### src/rtl/cpu_types_pkg.sv
// Shared CPU types: word and RAM status types, arbiter FSM states and
// default arbiter tuning values.
package cpu_types_pkg;

    localparam int WORD_W = 32;
    typedef logic [WORD_W-1:0] word_t;

    typedef enum logic [1:0] {FREE, BUSY, ACCESS, ERROR} ramstate_t;
    typedef enum logic [1:0] {IDLE, ISERV, DSERV, TURN} arb_state_t;

    localparam int STARVE_MAX_DEF = 4;
    localparam int TIMEOUT_DEF    = 64;

    // Counter widths cover the full legal parameter ranges (1..15, 2..255).
    localparam int STARVE_W = 4;
    localparam int WAIT_W   = 8;

endpackage

### src/rtl/mem_arbiter_if.sv
// Requester/RAM bundle around the memory arbiter. The master side is the
// icache/dcache/RAM environment; the slave side is the arbiter.
interface mem_arbiter_if;
    import cpu_types_pkg::*;

    logic      iREN;
    word_t     iaddr;
    logic      dREN;
    logic      dWEN;
    word_t     daddr;
    word_t     dstore;
    ramstate_t ramstate;
    word_t     ramload;
    logic      ramREN;
    logic      ramWEN;
    word_t     ramaddr;
    word_t     ramstore;
    word_t     iload;
    word_t     dload;
    logic      ihit;
    logic      dhit;

    modport master (
        output iREN, iaddr, dREN, dWEN, daddr, dstore, ramstate, ramload,
        input  ramREN, ramWEN, ramaddr, ramstore, iload, dload, ihit, dhit
    );

    modport slave (
        input  iREN, iaddr, dREN, dWEN, daddr, dstore, ramstate, ramload,
        output ramREN, ramWEN, ramaddr, ramstore, iload, dload, ihit, dhit
    );

endinterface

### src/rtl/mem_arbiter_timeout.sv
// RAM-wait monitor: counts cycles spent in service and raises a sticky flag
// once a single access has waited TIMEOUT cycles without ACCESS.
module arb_timeout_ctr import cpu_types_pkg::*; #(
    parameter int TIMEOUT = TIMEOUT_DEF
) (
    input  logic CLK,
    input  logic nRST,
    input  logic busy_i,
    input  logic done_i,
    output logic err_o
);

    localparam logic [WAIT_W-1:0] WAIT_LIM = WAIT_W'(TIMEOUT - 1);

    logic [WAIT_W-1:0] wait_q, wait_d;
    logic              err_q, err_d;

    // Counter saturates at the limit so it cannot wrap while the FSM keeps waiting.
    always_comb begin
        wait_d = '0;
        err_d  = err_q;
        if (busy_i) begin
            wait_d = (wait_q == WAIT_LIM) ? wait_q : wait_q + 1'b1;
            if (wait_q == WAIT_LIM && !done_i)
                err_d = 1'b1;
        end
    end

    always_ff @(posedge CLK or negedge nRST) begin
        if (!nRST) begin
            wait_q <= '0;
            err_q  <= 1'b0;
        end else begin
            wait_q <= wait_d;
            err_q  <= err_d;
        end
    end

    assign err_o = err_q;

endmodule

### src/rtl/mem_arbiter.sv
// Shares the unified RAM port between instruction fetch and data access.
// Data has priority; fetch is forced through after STARVE_MAX data grants.
module mem_arbiter import cpu_types_pkg::*; #(
    parameter int STARVE_MAX = STARVE_MAX_DEF,
    parameter int TIMEOUT    = TIMEOUT_DEF
) (
    input  logic         CLK,
    input  logic         nRST,
    mem_arbiter_if.slave bus,
    output logic         err_timeout
);

    localparam logic [STARVE_W-1:0] STARVE_LIM = STARVE_W'(STARVE_MAX);

    arb_state_t          state_q, state_d;
    logic [STARVE_W-1:0] starve_q, starve_d;
    word_t               addr_q, addr_d;
    word_t               store_q, store_d;
    logic                wr_q, wr_d;

    logic dreq, in_serv, done;

    assign dreq    = bus.dREN | bus.dWEN;
    assign in_serv = (state_q == ISERV) || (state_q == DSERV);
    assign done    = in_serv && (bus.ramstate == ACCESS);

    always_ff @(posedge CLK or negedge nRST) begin
        if (!nRST) begin
            state_q  <= IDLE;
            starve_q <= '0;
            addr_q   <= '0;
            store_q  <= '0;
            wr_q     <= 1'b0;
        end else begin
            state_q  <= state_d;
            starve_q <= starve_d;
            addr_q   <= addr_d;
            store_q  <= store_d;
            wr_q     <= wr_d;
        end
    end

    // RAM lines come only from the latches so they hold steady for the whole access.
    always_comb begin
        state_d      = state_q;
        starve_d     = starve_q;
        addr_d       = addr_q;
        store_d      = store_q;
        wr_d         = wr_q;
        bus.ramREN   = 1'b0;
        bus.ramWEN   = 1'b0;
        bus.ramaddr  = '0;
        bus.ramstore = '0;
        bus.iload    = '0;
        bus.dload    = '0;
        bus.ihit     = 1'b0;
        bus.dhit     = 1'b0;

        unique case (state_q)
            IDLE: begin
                if (!bus.iREN)
                    starve_d = '0;
                if (dreq && (!bus.iREN || starve_q < STARVE_LIM)) begin
                    state_d = DSERV;
                    addr_d  = bus.daddr;
                    store_d = bus.dstore;
                    wr_d    = bus.dWEN;
                    if (bus.iREN && starve_q != STARVE_LIM)
                        starve_d = starve_q + 1'b1;
                end else if (bus.iREN) begin
                    state_d  = ISERV;
                    addr_d   = bus.iaddr;
                    starve_d = '0;
                end
            end
            ISERV: begin
                bus.ramREN  = 1'b1;
                bus.ramaddr = addr_q;
                if (bus.ramstate == ACCESS) begin
                    state_d   = TURN;
                    bus.ihit  = bus.iREN;
                    bus.iload = bus.iREN ? bus.ramload : '0;
                end else if (bus.ramstate == ERROR) begin
                    state_d = IDLE;
                end
            end
            DSERV: begin
                bus.ramREN   = !wr_q;
                bus.ramWEN   = wr_q;
                bus.ramaddr  = addr_q;
                bus.ramstore = store_q;
                if (bus.ramstate == ACCESS) begin
                    state_d   = TURN;
                    bus.dhit  = dreq;
                    bus.dload = dreq ? bus.ramload : '0;
                end else if (bus.ramstate == ERROR) begin
                    state_d = IDLE;
                end
            end
            TURN: state_d = IDLE;
        endcase
    end

    arb_timeout_ctr #(.TIMEOUT(TIMEOUT)) u_tmo (
        .CLK    (CLK),
        .nRST   (nRST),
        .busy_i (in_serv),
        .done_i (done),
        .err_o  (err_timeout)
    );

endmodule

### src/flat_wrapper.sv
// flat-port wrapper written by rule: the top's interface ports become plain ports
module mem_arbiter_flat import cpu_types_pkg::*;
#(
    parameter int STARVE_MAX = STARVE_MAX_DEF,
    parameter int TIMEOUT    = TIMEOUT_DEF
)
  (CLK, nRST, err_timeout, bus_iREN, bus_iaddr, bus_dREN, bus_dWEN, bus_daddr, bus_dstore, bus_ramstate, bus_ramload, bus_ramREN, bus_ramWEN, bus_ramaddr, bus_ramstore, bus_iload, bus_dload, bus_ihit, bus_dhit);
  mem_arbiter_if bus_i ();
  input  logic CLK;
  input  logic nRST;
  output logic err_timeout;
  input wire logic [$bits(bus_i.iREN)-1:0] bus_iREN;
  input wire logic [$bits(bus_i.iaddr)-1:0] bus_iaddr;
  input wire logic [$bits(bus_i.dREN)-1:0] bus_dREN;
  input wire logic [$bits(bus_i.dWEN)-1:0] bus_dWEN;
  input wire logic [$bits(bus_i.daddr)-1:0] bus_daddr;
  input wire logic [$bits(bus_i.dstore)-1:0] bus_dstore;
  input wire logic [$bits(bus_i.ramstate)-1:0] bus_ramstate;
  input wire logic [$bits(bus_i.ramload)-1:0] bus_ramload;
  output wire logic [$bits(bus_i.ramREN)-1:0] bus_ramREN;
  output wire logic [$bits(bus_i.ramWEN)-1:0] bus_ramWEN;
  output wire logic [$bits(bus_i.ramaddr)-1:0] bus_ramaddr;
  output wire logic [$bits(bus_i.ramstore)-1:0] bus_ramstore;
  output wire logic [$bits(bus_i.iload)-1:0] bus_iload;
  output wire logic [$bits(bus_i.dload)-1:0] bus_dload;
  output wire logic [$bits(bus_i.ihit)-1:0] bus_ihit;
  output wire logic [$bits(bus_i.dhit)-1:0] bus_dhit;
  assign bus_i.iREN = bus_iREN;
  assign bus_i.iaddr = bus_iaddr;
  assign bus_i.dREN = bus_dREN;
  assign bus_i.dWEN = bus_dWEN;
  assign bus_i.daddr = bus_daddr;
  assign bus_i.dstore = bus_dstore;
  assign bus_i.ramstate = bus_ramstate;
  assign bus_i.ramload = bus_ramload;
  assign bus_ramREN = bus_i.ramREN;
  assign bus_ramWEN = bus_i.ramWEN;
  assign bus_ramaddr = bus_i.ramaddr;
  assign bus_ramstore = bus_i.ramstore;
  assign bus_iload = bus_i.iload;
  assign bus_dload = bus_i.dload;
  assign bus_ihit = bus_i.ihit;
  assign bus_dhit = bus_i.dhit;
  mem_arbiter #(.STARVE_MAX(STARVE_MAX), .TIMEOUT(TIMEOUT)) u_core (.CLK(CLK), .nRST(nRST), .bus(bus_i), .err_timeout(err_timeout));
endmodule
### config.mk
export PLATFORM = sky130hd
export DESIGN_NAME = mem_arbiter_flat
export DESIGN_NICKNAME = d
export VERILOG_FILES = /design/src/rtl/cpu_types_pkg.sv /design/src/rtl/mem_arbiter_if.sv /design/src/rtl/mem_arbiter_timeout.sv /design/src/rtl/mem_arbiter.sv /design/src/flat_wrapper.sv
export SDC_FILE = /design/constraint.sdc
export NUM_CORES = 1
export LEC_CHECK = 0
export CORE_ASPECT_RATIO = 1.4
export CORE_MARGIN = 4
export CORE_UTILIZATION = 39
export CTS_CLUSTER_DIAMETER = 40
export DETAILED_ROUTE_END_ITERATION = 6
export GPL_TIMING_DRIVEN = 0
export PLACE_DENSITY = 0.88
export SKIP_CTS_REPAIR_TIMING = 1
export SLEW_MARGIN = 40
export SYNTH_ARGS = -nofsm -noshare
export SYNTH_HDL_FRONTEND = slang
export SYNTH_SLANG_ARGS = --single-unit
### constraint.sdc
create_clock -name CLK -period 2 [get_ports CLK]
set_clock_uncertainty 0.2 [all_clocks]
set_input_delay 0.4 -clock CLK [delete_from_list [all_inputs] [get_ports CLK]]
set_output_delay 0.4 -clock CLK [all_outputs]
set_load 0.03 [all_outputs]
### Word level (Yosys, flattened, before mapping)

Cells that the tools add are included.

* add/sub/neg operators: 2
* $lt $le $gt $ge: 1
* multiplexer cells: 27
* multipliers: 0
* reduce and logical (&&, ||, !) cells: 16
* div/mod/pow operators: 0
* bitwise gates (word level): 1
* equality and inequality tests: 10
* shifts and indexed selects: 0

Operator list (count)
* two-way mux 32 bit: 10
* two-way mux 4 bit: 4
* two-way mux 8 bit: 2
* adder 8 x 1 -> 8 bit (second input constant): 1
* == test 2 bit (second input constant): 4
* == test 8 x 6 -> 1 bit (second input constant): 1
* two-way mux 2 bit: 4
* AND reduction 2 bit: 4
* case mux 2 bit (3 select lines): 1
* two-way mux 1 bit: 5
* adder 4 x 1 -> 4 bit (second input constant): 1
* logical AND 1 bit: 4
* < comparator 4 x 3 -> 1 bit (second input constant): 1
* != test 4 x 3 -> 1 bit (second input constant): 1
* logical NOT 1 bit: 3
* != test 3 x 1 -> 1 bit (second input constant): 1
* != test 3 x 2 -> 1 bit (second input constant): 1
* == test 2 x 1 -> 1 bit (second input constant): 1
* logical NOT 2 bit: 1
* logical OR 1 bit: 2
* != test 2 bit (second input constant): 1
* case mux 1 bit (2 select lines): 1
* nonzero test 2 bit: 1
* OR reduction 2 bit: 1
* bitwise OR 1 bit: 1

* input bits: 135
* output and inout port bits: 133
* ROM bits: 0
* logic and storage cells: 64
* bits in latches: 0
* RAM bits: 0
* memories kept: 0
* flip-flop bits (word level): 80

### Logic depth before layout (Yosys ltp)

* depth after elaboration: 6
* mapped depth: 8
* mapped depth without buffers: 5

### Cells and area by module

Synthesis repeated with hierarchy kept, for this count alone.

* cells, all modules: 484
* area total of the unflattened synthesis: 4559.4 µm²

Modules (own cells, without submodules)
* mem_arbiter: sequential area each 1776.7 µm², area an instance 4077.7 µm², instances 1, cells an instance 438
* arb_timeout_ctr: sequential area each 225.2 µm², area an instance 481.7 µm², instances 1, cells an instance 46

### Least setup slack after synthesis

OpenSTA, ideal clock, no wires.

* kind: input to output
* start: in bus_dWEN
* end: out bus_dload[22]
* data required time: 1.400 ns
* arrival time: 1.428 ns
* setup slack: -0.028 ns
* stages: 5
* cell sequence: or2_1 > buf_4 > and3_4 > buf_2 > and2_1

* cells in the longest elaborated chain, start to end: 4

RTL lines
* start, declared: RTL line flat_wrapper.sv:15 `input wire logic [$bits(bus_i.dWEN)-1:0] bus_dWEN;`
* bitwise OR 1 bit: RTL line mem_arbiter.sv:23 `assign dreq = bus.dREN | bus.dWEN;`
* two-way mux 32 bit: RTL line mem_arbiter.sv:95 `bus.dload = dreq ? bus.ramload : '0;`
* two-way mux 32 bit: RTL line mem_arbiter.sv:92 `if (bus.ramstate == ACCESS) begin`
* two-way mux 32 bit: RTL line mem_arbiter.sv:59 `unique case (state_q)`
* end, declared: RTL line flat_wrapper.sv:25 `output wire logic [$bits(bus_i.dload)-1:0] bus_dload;`

Every way passes these cells.

### Worst setup path after layout

* start: reg u_core.state_q[1]
* end: out bus_iload[2]

* cells in the longest elaborated chain, start to end: 2

RTL lines
* start, declared: RTL line mem_arbiter.sv:15 `arb_state_t state_q, state_d;`
* start signal, assigned: RTL line mem_arbiter.sv:35 `state_q <= state_d;`
* == test 2 x 1 -> 1 bit: RTL line mem_arbiter.sv:59
* two-way mux 32 bit: RTL line mem_arbiter.sv:59
* end, declared: RTL line flat_wrapper.sv:24 `output wire logic [$bits(bus_i.iload)-1:0] bus_iload;`

Every way passes these cells.

==> qor.log <==
[floorplan] Cell Rows 46
[grt] global-route track usage on met1 24.0%
[clock_network] maximum clock insertion buffer count 2
[grt] total routing usage reported by global routing 23.6%
[min_path] worst min-delay path category input pin to register
[route] average wire length per cell after detail routing 19.9 µm
[worst_setup_path] crit-path max cell delay 0.47 ns
[route] initial DRC count 217
[yosys] Net Count, Synth 625
[sta] ratio of final minimum period to clock period 116%
[sta] hold violation total from the final report 0
[run_status] violated checks negative setup slack
[worst_setup_path] Crit. Startpoint u_core.state_q[1]
[power] leakage dissipation 4.02 nW
[power] clock share of power 13.1%
[route] DRC errors left 0
[floorplan] DIE AREA 0.0137 mm²
[place] Post-Place Cell Area 0.00753 mm²
[grt] fraction of met2 tracks used by global routing 42.4%
[yosys] top cells by count, synth and2_1, dfrtp_1, nor2_1
[final_layout] summed area of non-filler cells in the final layout 0.00863 mm²
[floorplan] core region area 0.0115 mm²
[sta] unrepaired setup endpoints after global routing true
[sta] number of pins exceeding their max-slew limit in the final report 0
[floorplan] initial standard-cell utilization of the core 40.4%
[route] DR pass1 iterations 5
[job] max-capacitance violation count 0
[grt] antenna violations before repair 2
[floorplan] Die H 137 µm
[place] Final Wtd Congestion 0.983
[power] switching power total 0.00560 W
[grt] overflow left after global routing 0
[worst_setup_path] maximum net fanout on the critical path 5
[grt] met3 layer usage reported by global route 8.36%
[place] Cell Count Post-Placement 893
[min_path] hold_sp bus_iREN
[worst_setup_path] launch point of the worst reg-to-reg path u_core.state_q[1]
[clock_network] TritonCTS clock tree done
[sta] headroom to the max-slew limit 62.7%
[sta] crit path time final 2.33 ns
[yosys] number of library cell types mapped by synthesis 40
[grt] most used routing layer met2
[sta] Final setup viols 130
[worst_setup_path] Critical Path Start Type register
[sta] Post-Route Setup TNS -33.31 ns
[final_layout] Antenna Diode Count 0
[yosys] total number of yosys warnings 0
[final_layout] Nets 925
[yosys] Avg Cell Area, Syn 9.64 µm²
[yosys] mapped cell area 0.00465 mm²
[power] Seq pwr share 21.0%
[clock_network] Worst-path clk slew 0.06 ns
[yosys] synthesized flop and latch total 80
[worst_setup_path] worst-path cell chain inv_4 > ha_4 > and3_4 > buf_4 > and2_1 > buf_6
[power] proportion of total power due to net switching 40.8%
[floorplan] number of top-level pins 268
[sta] worst slack on hold paths 0.248 ns
[route] DR vias 4924
[place] Detailed Place HPWL 13.5 mm
[grt] pin count of the biggest net entering global routing 44
[final_layout] share of final-layout standard cells stronger than drive strength 1 45.0%
[yosys] async set-reset flop share out of synthesis 100%
[sta] Worst-Margin Slew 0.551 ns
[clock_network] root buffer cell clkbuf_16
[sta] Peak Freq 0.429 GHz
[power] maximum vdd ir drop 1200 µV
[final_layout] end-of-flow core utilization 75.0%
[run_status] outcome complete, but fails checks
[yosys] Synth Instances 482
[yosys] fraction of synthesized cell area taken by the top area cell type 43.1%
[sta] setup slack of the critical path after layout -0.329 ns
[final_layout] Filler Cells Inserted 737
[route] number of vias per cell 5.29
[clock_network] clock insertion delay at the later pin of the skew report 0.33 ns
[worst_setup_path] endpoint kind of the worst setup timing path output port
[clock_network] htree depth 3
[worst_setup_path] Slowest cell on crit path dfrtp_2
[power] power density of the placed cells 1590 mW/mm²
[power] combinational cell fraction of total power 65.9%
[grt] first-pass GRT wire length 25.3 mm
[yosys] synth top area cells dfrtp_1, and2_1, mux2_4
[worst_setup_path] CP arrival 1.73 ns
[yosys] share of synthesized area occupied by flip-flops and latches 43.1%
[route] antenna-violating nets left 0
[clock_network] number of clock sinks 80
[yosys] Synth area leader dfrtp_1
[final_layout] area used by multi-input combinational logic 0.00278 mm²
[floorplan] DIE WIDTH 100 µm
[worst_setup_path] Setup CP Type register to output port
[route] wire length reported by the detailed router 18.5 mm
[final_layout] P&R area growth vs syn 85.8%
[final_layout] storage element area 0.00200 mm²
[worst_setup_path] required time of the worst setup path 1.40 ns
[yosys] most repeated cell in the gate-level netlist after synthesis and2_1
[power] Internal 0.00813 W
[place] count of input and output buffers 266
[clock_network] total clock buffers created by CTS 9
[yosys] number of synthesized flops with an enable pin 0
[grt] via count of the first global-routing pass 5002
[final_layout] count of non-filler cells in the finished layout 930
[yosys] predominant post-synthesis flop cell dfrtp_1
[area by class of cell]
cell class / instances / area share [%]
Buffer: 38 / 3.33
Clock buffer: 10 / 2.77
Clock inverter: 5 / 0.942
Inverter: 7 / 0.391
Multi-Input combinational cell: 358 / 32.2
Sequential cell: 80 / 23.2
Tap cell: 144 / 2.09
Timing Repair Buffer: 288 / 35.0
[critical path: cells and delay by family (launching register included)]
kind / cells / cell delay (ns)
adder cells (fa/ha/maj): 1 / 0.14
AND/OR/NAND/NOR: 2 / 0.39
buffers and inverters: 3 / 0.39
flip-flops: 1 / 0.47
[metal layers]
layer | vias up | share of wire (%)
li1 | 2249 | -
met1 | 2336 | 32
met2 | 278 | 53
met3 | 59 | 9.7
met4 | 2 | 4.3
met5 | - | 0.070
[cells in the final DEF, fill, tap and decap left out, types with 2 or more instances in the layout]
cell and count:
clkbuf_16 9, nor2b_1 2, buf_4 18, mux2i_1 4
dfrtp_1 78, mux2_4 30, ha_1 4, ha_4 4
clkdlybuf4s50_1 129, dlymetal6s2s_1 4, mux2_2 4, a31oi_1 35
clkbuf_1 11, o21ai_0 35, and3_1 3, clkinv_4 2
bufinv_16 2, buf_2 7, inv_1 4, nand2b_1 2
dfrtp_2 2, buf_6 151, and2_1 23, a2bb2oi_1 2
nor2_1 35, clkbuf_4 3, nand3_1 35, a21oi_1 4
nand2_1 7, and2_4 106, and3_4 3
[kinds of logic after synthesis]
family / share of synthesized area [%]
muxes: 11.5
adders and majority gates: 2.15
AOI/OAI and AO/OA: 11.0
buffers and inverters: 4.63
and+or+nand+nor: 27.6
DFF: 43.1
[through the flow]
stage	power, W	setup slack, ns
2_1_floorplan	0.00717	-0.0255
3_3_place_gp	0.00980	-2.37
3_5_place_dp	0.0100	-1.31
4_1_cts	0.0119	-1.32
5_1_grt	0.0144	-0.371
6_report	0.0137	-0.329
[state kept, by name (all words and copies together), names as in the netlist]
register             count
u_core.addr_q           32
u_core.store_q          32
u_core.u_tmo.wait_q      8
u_core.starve_q          4
u_core.state_q           2
u_core.u_tmo.err_o       1
u_core.wr_q              1
[worst paths after layout]
kind,end,slack [ns],cells after the start
setup / recovery,bus_iload[2],-0.33,6
hold / removal,u_core.starve_q[1],0.25,3
setup reg to reg,u_core.addr_q[27],0.12,7
hold reg to reg,u_core.u_tmo.err_o,0.27,1
max in group asynchronous,u_core.state_q[1],0.71,3
min in group asynchronous,u_core.addr_q[18],0.31,2
[power groups by stage]
stage,registers (W),clock network (W),logic [W]
2_1_floorplan,0.00265,0,0.00452
3_3_place_gp,0.00273,0,0.00707
3_5_place_dp,0.00279,0,0.00724
4_1_cts,0.00278,0.00180,0.00729
5_1_grt,0.00295,0.00189,0.00952
6_report,0.00289,0.00180,0.00905
No activity file was read; power rests on OpenSTA's default activity.
